$ cat config.mk
export PLATFORM = sky130hd
export DESIGN_NAME = imem_loader
export DESIGN_NICKNAME = d
export VERILOG_FILES = /design/src/rtl/imem_loader.sv
export SDC_FILE = /design/constraint.sdc
export NUM_CORES = 1
export LEC_CHECK = 0
export BUFFER_PORTS_ARGS = -buffer_cell sky130_fd_sc_hd__buf_2
export CAP_MARGIN = 20
export CORE_MARGIN = 2
export CORE_UTILIZATION = 50
export DETAILED_ROUTE_END_ITERATION = 8
export GPL_ROUTABILITY_DRIVEN = 0
export GPL_TIMING_DRIVEN = 0
export HOLD_SLACK_MARGIN = 0.08
export PLACE_DENSITY_LB_ADDON = 0.1
export SLEW_MARGIN = 20
export SYNTH_ARGS = -nofsm -noshare
export SYNTH_HDL_FRONTEND = slang
export SYNTH_SLANG_ARGS = --single-unit
$ cat constraint.sdc
create_clock -name clk -period 4.8 [get_ports clk]
set_input_delay 0.48 -clock clk [delete_from_list [all_inputs] [get_ports clk]]
set_output_delay 0.48 -clock clk [all_outputs]
set_load 0.05 [all_outputs]
$ cat src/rtl/imem_loader.sv
// Instruction-memory loader: parses a byte stream (16-bit word count, then little-endian words),
// writes each word to instruction memory and holds the core in reset until the image is complete.
module imem_loader #(
  parameter int unsigned ADDR_W = 13
) (
  input  logic              clk,
  input  logic              rst_x,
  input  logic [7:0]        in_data,
  input  logic              in_valid,
  output logic              in_ready,
  output logic              mem_we,
  output logic [ADDR_W-1:0] mem_addr,
  output logic [31:0]       mem_wdata,
  output logic              core_rst_x,
  output logic              done,
  output logic              err
);

  typedef enum logic [2:0] {
    StHdr0,
    StHdr1,
    StData,
    StDone,
    StErr
  } state_e;

  // Largest legal word count is the full memory depth.
  localparam logic [32:0] MaxWords = 33'd1 << ADDR_W;

  state_e          state_q;
  logic [15:0]     n_words_q;
  logic [1:0]      byte_cnt_q;
  logic [ADDR_W:0] word_idx_q;
  logic [23:0]     word_buf_q;

  logic        accept;
  logic [15:0] hdr_n;
  logic        n_zero;
  logic        n_too_big;
  logic        last_word;

  always_comb begin
    accept    = in_valid & in_ready;
    hdr_n     = {in_data, n_words_q[7:0]};
    n_zero    = (hdr_n == 16'd0);
    n_too_big = (33'(hdr_n) > MaxWords);
    last_word = ((33'(word_idx_q) + 33'd1) == 33'(n_words_q));
  end

  always_ff @(posedge clk or negedge rst_x) begin
    if (!rst_x) begin
      state_q    <= StHdr0;
      n_words_q  <= '0;
      byte_cnt_q <= '0;
      word_idx_q <= '0;
      word_buf_q <= '0;
      in_ready   <= 1'b0;
      mem_we     <= 1'b0;
      mem_addr   <= '0;
      mem_wdata  <= '0;
      core_rst_x <= 1'b0;
      done       <= 1'b0;
      err        <= 1'b0;
    end else begin
      mem_we <= 1'b0;
      unique case (state_q)
        StHdr0: begin
          in_ready <= 1'b1;
          if (accept) begin
            n_words_q[7:0] <= in_data;
            state_q        <= StHdr1;
          end
        end
        StHdr1: begin
          in_ready <= 1'b1;
          if (accept) begin
            n_words_q[15:8] <= in_data;
            if (n_zero) begin
              state_q  <= StDone;
              in_ready <= 1'b0;
            end else if (n_too_big) begin
              state_q  <= StErr;
              in_ready <= 1'b0;
              err      <= 1'b1;
            end else begin
              state_q <= StData;
            end
          end
        end
        StData: begin
          in_ready <= 1'b1;
          if (accept) begin
            byte_cnt_q <= byte_cnt_q + 2'd1;
            if (byte_cnt_q == 2'd3) begin
              mem_we     <= 1'b1;
              mem_addr   <= word_idx_q[ADDR_W-1:0];
              mem_wdata  <= {in_data, word_buf_q};
              word_idx_q <= word_idx_q + 1'b1;
              // Enter DONE while the final write strobe is on the bus.
              if (last_word) begin
                state_q  <= StDone;
                in_ready <= 1'b0;
              end
            end else begin
              // Bytes arrive low first, so shift in from the top.
              word_buf_q <= {in_data, word_buf_q[23:8]};
            end
          end
        end
        StDone: begin
          in_ready   <= 1'b0;
          done       <= 1'b1;
          core_rst_x <= 1'b1;
        end
        StErr: begin
          in_ready <= 1'b0;
        end
        default: begin
          state_q  <= StHdr0;
          in_ready <= 1'b0;
        end
      endcase
    end
  end

endmodule
==> impl_metrics.py, run 1 <==
metrics = {
    "power": {
        "p_clk_share_pct": 35.9,
        "sequentialPowerShare_pct": 61.9,
        "powerDensity_nw_per_um2": 267,
        "power.share.switching_pct": 24.1,
        "p_comb_share_pct": 2.2,
        "switching_power_mw": 0.354,
        "ir_worst_vdd_v": 0.000129,
        "p_int_mw": 1.11,
        "cellLeakagePower_nw": 2.89,
    },
    "clock_network": {
        "cts_resized": 0,
        "cts_tree": "done",
        "h-tree-depth": 3,
        "cts_buffers": 9,
        "clock_latency_ns": 0.38,
        "clk_root_buffer_cell": "clkbuf_8",
        "post-cts-setup-buffers": 0,
        "hold_buffers": 1,
        "clk_pin_slew_ns": 0.11,
        "cts_sinks": 108,
        "clk_path_buf_depth": 2,
    },
    "synthesis": {
        "ys.flop_type": "dfrtp_1",
        "yosysWarnings": 0,
        "synth_cells": 356,
        "synthArstFlopShare_pct": 100,
        "synth_top_family_by_area": "multiplexers",
        "yosysTopAreaCell": "dfrtp_1",
        "ys_top_cells_by_area": "dfrtp_1 56%, mux2_2 20%, xnor2_1 2.7%",
        "synth_edf_count": 0,
        "ys_types": 46,
        "syn_area_um2": 4820,
        "yosys.area_share.simple_pct": 10.6,
        "synth-adder-area-share_pct": 0.519,
        "synth_xor_xnor_area_share_pct": 5.27,
        "synthMuxAreaShare_pct": 20.3,
        "synth_compound_area_share_pct": 4.08,
        "synth_nets": 369,
        "avgSynthCellArea_um2": 13.5,
        "ys_ff_latch": 108,
        "synthMostInstantiatedCell": "dfrtp_1",
        "post-synth-top-area-fraction_pct": 56.1,
        "synth_common_cells": "108 x dfrtp_1, 87 x mux2_2, 15 x xnor2_1, 14 x xor2_1, 13 x nand2_1",
        "synth-seq-area-share_pct": 56.1,
    },
    "placed_design": {
        "io_buffers": 60,
        "place_ws_ns": 2.52,
        "place_area_um2": 5310,
        "dpl.hpwl_mm": 6.48,
    },
    "die": {
        "die_h_um": 102,
        "die-area_um2": 10400,
        "rows": 35,
        "dieWidth_um": 102,
        "initial_core_util_pct": 51.9,
        "io_pins": 61,
        "core_area_um2": 9280,
    },
    "worst_hold_path": {
        "hold_class": "in2reg",
        "min_from": "in_data[3]",
        "holdPathStages": 2,
        "min_to": "word_buf_q[19]",
    },
    "sta": {
        "finalCritPeriodShare_pct": 48.4,
        "drv_slew": 0,
        "worst_pin_slew_ns": 0.978,
        "finalSetupViolCount": 0,
        "finalCriticalPeriod_ns": 2.32,
        "max_freq_mhz": 430,
        "max-slew-margin-rel_pct": 34.2,
        "clock_skew_ns": 0.0128,
        "hold_viol_final": 0,
        "worst_slack_ns": 2.48,
        "setup_tns_ns": 0,
        "rsz0062_at_grt": "false",
        "holdWs_ns": 0.418,
    },
    "critical_path": {
        "crit_path_top_delay_cell": "dfrtp_1",
        "r2r_end": "state_q[0]",
        "cp_data_required_time_ns": 5.05,
        "critical_path_class": "reg2reg",
        "max_stage_delay_ns": 0.48,
        "cp-end-kind": "flop",
        "crit_family": "compound AO/OA/AOI/OAI gates",
        "critPathLaunchType": "flop",
        "crit_buf_inv": 1,
        "cp_cell_sequence": "ha_1, and2_1, clkbuf_1, o21ai_0, nor3b_1, a211oi_1, a211oi_2, o2bb2ai_1",
        "timing.rr.start": "word_idx_q[1]",
        "reg2reg_depth": 8,
        "ff2ff_setup_slack_ns": 2.48,
        "cp_max_fo": 7,
        "worst_ep_arrival_time_ns": 2.58,
    },
    "finish": {
        "diodes": 0,
        "design_area_um2": 5510,
        "area_delta_synth_final_pct": 14.3,
        "layout.nets": 442,
        "register_area_um2": 2700,
        "multi_input_area_um2": 1970,
        "drive_gt1_share_pct": 45.7,
        "fillers": 788,
    },
    "routing": {
        "drc": 0,
        "ant_nets": 0,
        "wire_per_inst_um": 16.5,
        "drtPass1Iterations": 4,
        "initialDrtViolationCount": 157,
        "num_vias": 3026,
        "wirelength_mm": 9.28,
        "viasPerCell": 5.38,
    },
    "global_route": {
        "grt_max_degree": 84,
        "grt_pass1_vias": 2955,
        "overflow": 0,
        "grt_usage_pct": 19.4,
        "grt_pass1_wl_mm": 15.4,
        "antenna_found_initial": 0,
    },
    "job": {
        "cap_violations": 0,
    },
    "outcome": {
        "outcome": "completed",
    },
}
layout make-up:
type,instances,share of cell area (%)
Tap cell,129,2.93
Inverter,4,0.273
Clock inverter,6,1.05
Buffer,23,2.43
Sequential cell,108,49.1
Multi-Input combinational cell,221,35.7
Clock buffer,9,2.25
Timing Repair Buffer,62,6.25
worst register-to-register path, stage by stage (launching register included):
cell,delay [ns]
dfrtp_1,0.48
ha_1,0.34
and2_1,0.16
clkbuf_1,0.28
o21ai_0,0.11
nor3b_1,0.15
a211oi_1,0.43
a211oi_2,0.11
o2bb2ai_1,0.15
flip-flops by register name (all words and copies together) (netlist names):
name        flops
word_buf_q     24
n_words_q      16
err             1
state_q         3
word_idx_q     14
byte_cnt_q      2
mem_we          1
done            1
mem_addr       13
mem_wdata      32
in_ready        1
metrics by stage:
| step | util [%] | instances | total power, mW |
|---|---|---|---|
| floorplan | - | 356 | 0.929 |
| global placement | 56.9 | 545 | 0.957 |
| detailed placement | 57.2 | 546 | 0.961 |
| CTS | 59.3 | 562 | 1.49 |
| global route | 59.3 | 562 | 1.52 |
| finish | 59.3 | 562 | 1.47 |
power by group through the flow:
stage / Combinational (mW) / Sequential, mW / Clock (mW)
2_1_floorplan: 0.00153 / 0.927 / 0
3_3_place_gp: 0.0299 / 0.927 / 0
3_5_place_dp: 0.0338 / 0.927 / 0
4_1_cts: 0.0346 / 0.909 / 0.542
5_1_grt: 0.0384 / 0.909 / 0.576
6_report: 0.0327 / 0.909 / 0.527
worst max-delay path by stage:
stage / startpoint / cells after the start / slack (ns) / to
floorplan: in_ready / 4 / 2.69 / word_buf_q[16]
global placement: rst_x / 1 / 2.07 / word_buf_q[7]
detailed placement: word_idx_q[1] / 8 / 2.52 / state_q[0]
CTS: word_idx_q[1] / 8 / 2.50 / state_q[0]
global route: word_idx_q[1] / 7 / 2.30 / in_ready
finish: word_idx_q[1] / 8 / 2.48 / state_q[0]
cell families (layout without fill, tap and decap cells):
group	count (synthesis)	count (layout)
and+or+nand+nor	76	76
DFF	108	108
xor gates and xnor gates	29	29
muxes	87	87
buffers and inverters	27	104
adders and majority gates	2	2
AOI/OAI and AO/OA	27	27
layer usage:
metal / track usage, % / routed length [um] / vias up
met1: 28.8 / 4540 / 1536
li1: - / - / 1422
met2: 29.3 / 4270 / 57
met5: 0 / 0 / -
met3: 3.28 / 322 / 11
met4: 6.67 / 147 / 0
cells in the final DEF (no fill, tap or decap), types with 4 or more instances in the layout:
cell,netlist,routed
mux2_2,87,87
nand2_1,13,13
xnor2_1,15,15
nand3_1,7,7
dfrtp_1,108,108
clkbuf_8,0,9
buf_4,9,9
buf_2,11,70
nor2_1,7,7
o21ai_0,4,4
a21oi_1,4,4
xor2_1,14,14
nor3_1,6,6
nor4_1,8,8
nand4_1,6,6
inv_1,4,4
No activity file was read; power rests on OpenSTA's default activity.
==> run 2, diff against run 1 <==
Clock period 4.8 ns to 2.07 ns, I/O delays scaled along.
==> impl_metrics.py, run 2 (same netlist as run 1, synthesis figures left out) <==
metrics = {
    "die": {
        "initial_core_util_pct": 51.9,
        "die-area_um2": 10400,
        "io_pins": 61,
        "rows": 35,
        "die_h_um": 102,
        "core_area_um2": 9280,
        "dieWidth_um": 102,
    },
    "critical_path": {
        "cp_max_fo": 6,
        "cp_data_required_time_ns": 2.33,
        "timing.rr.start": "word_idx_q[1]",
        "r2r_end": "in_ready",
        "critical_path_class": "reg2reg",
        "cp-end-kind": "flop",
        "reg2reg_depth": 7,
        "worst_ep_arrival_time_ns": 2.31,
        "critPathLaunchType": "flop",
        "ff2ff_setup_slack_ns": 0.02,
    },
    "worst_hold_path": {
        "hold_class": "in2reg",
        "min_to": "mem_wdata[27]",
        "holdPathStages": 2,
        "min_from": "in_data[3]",
    },
    "finish": {
        "layout.nets": 445,
        "fillers": 795,
        "largestRegisters": "mem_wdata (32), word_buf_q (24), n_words_q (16)",
        "final_common_cell": "dfrtp_1",
        "layoutNonFillerInstCount": 566,
        "largest_reg_flops": 32,
        "design_area_um2": 5660,
        "diodes": 0,
        "fin_util_pct": 61.0,
        "layout_common_cells": "103 x dfrtp_1, 87 x mux2_2, 63 x buf_2",
        "drive_gt1_share_pct": 49.2,
        "regMostFlops": "mem_wdata",
        "area_delta_synth_final_pct": 17.5,
    },
    "clock_network": {
        "cts_buffers": 9,
        "clock_latency_ns": 0.38,
        "clk_pin_slew_ns": 0.12,
        "cts_sinks": 108,
        "h-tree-depth": 3,
        "cts_tree": "done",
        "clk_path_buf_depth": 2,
        "clk_root_buffer_cell": "clkbuf_8",
    },
    "sta": {
        "holdWs_ns": 0.146,
        "setup_tns_ns": 0,
        "worst_slack_ns": 0.0199,
        "finalSetupViolCount": 0,
        "hold_viol_final": 0,
        "max-slew-margin-rel_pct": 32.8,
        "finalCritPeriodShare_pct": 99.0,
        "worst_pin_slew_ns": 0.999,
        "rsz0062_at_grt": "true",
        "finalCriticalPeriod_ns": 2.05,
        "clock_skew_ns": 0.0130,
        "drv_slew": 0,
        "max_freq_mhz": 488,
    },
    "power": {
        "total_power_mw": 3.48,
        "ir_worst_vdd_v": 0.000369,
        "powerDensity_nw_per_um2": 615,
        "cellLeakagePower_nw": 2.91,
    },
    "global_route": {
        "grt_pass1_vias": 2918,
        "overflow": 0,
        "grt_max_degree": 84,
        "grt_usage_pct": 19.3,
        "grt_pass1_wl_mm": 15.4,
        "antenna_found_initial": 0,
    },
    "routing": {
        "wire_per_inst_um": 16.9,
        "drtPass1Iterations": 4,
        "num_vias": 3082,
        "initialDrtViolationCount": 156,
        "viasPerCell": 5.45,
        "ant_nets": 0,
        "drc": 0,
        "wirelength_mm": 9.55,
    },
    "outcome": {
        "outcome": "completed",
    },
    "placed_design": {
        "place_area_um2": 5320,
        "placed_cells": 546,
        "place_ws_ns": -0.174,
        "io_buffers": 60,
        "dpl.hpwl_mm": 6.50,
    },
    "job": {
        "cap_violations": 0,
    },
}
run 2: cell type report:
class / count / area [um^2] / area share (%)
sequential: 108 / 2710 / 47.9
multi-input combinational: 221 / 2040 / 36.1
timing repair buffer: 66 / 374 / 6.61
tap: 129 / 161 / 2.85
buffer: 22 / 159 / 2.81
clock buffer: 10 / 138 / 2.43
clock inverter: 6 / 60.1 / 1.06
inverter: 4 / 15.0 / 0.265
run 2: worst max-delay path by stage:
stage / startpoint / end / slack (ns) / depth (start not counted)
3_3_place_gp: rst_x / in_ready / -0.57 / 1
4_1_cts: word_idx_q[0] / state_q[0] / 0.008 / 7
5_1_grt: word_idx_q[1] / in_ready / -0.12 / 7
2_1_floorplan: in_ready / word_buf_q[16] / 0.15 / 4
6_report: word_idx_q[1] / in_ready / 0.02 / 7
3_5_place_dp: word_idx_q[1] / state_q[0] / -0.17 / 8
run 2: per-layer routing:
metal	part of all wire [%]	track usage, %	vias up
met3	2.7	2.87	10
li1	-	-	1426
met4	1.4	6.67	0
met2	46	28.7	56
met1	50	29.3	1590
met5	0	0	-
run 2: worst max-delay path: stages, from the launching register on:
cell and delay (ns):
dfrtp_2 0.46, ha_4 0.24, xor2_2 0.17, nor4b_4 0.30, o221a_2 0.22, nand4_1 0.16, nor4b_2 0.31, a21oi_1 0.09
run 2: what timing repair did:
item,4_1_cts,5_1_grt
gates resized for setup,7,24
endpoints found under the setup margin,22,11
endpoints found under the hold margin,108,0
hold buffers,1,0
pin swaps,0,8
buffers inserted,0,4
run 2: power breakdown:
part / internal, mW / total, mW / switching (mW) / leakage (nW)
clock network: 0.508 / 1.29 / 0.785 / 0.103
logic: 0.0169 / 0.0775 / 0.0607 / 1.32
registers: 2.11 / 2.11 / 0 / 1.49
total: 2.63 / 3.48 / 0.846 / 2.91
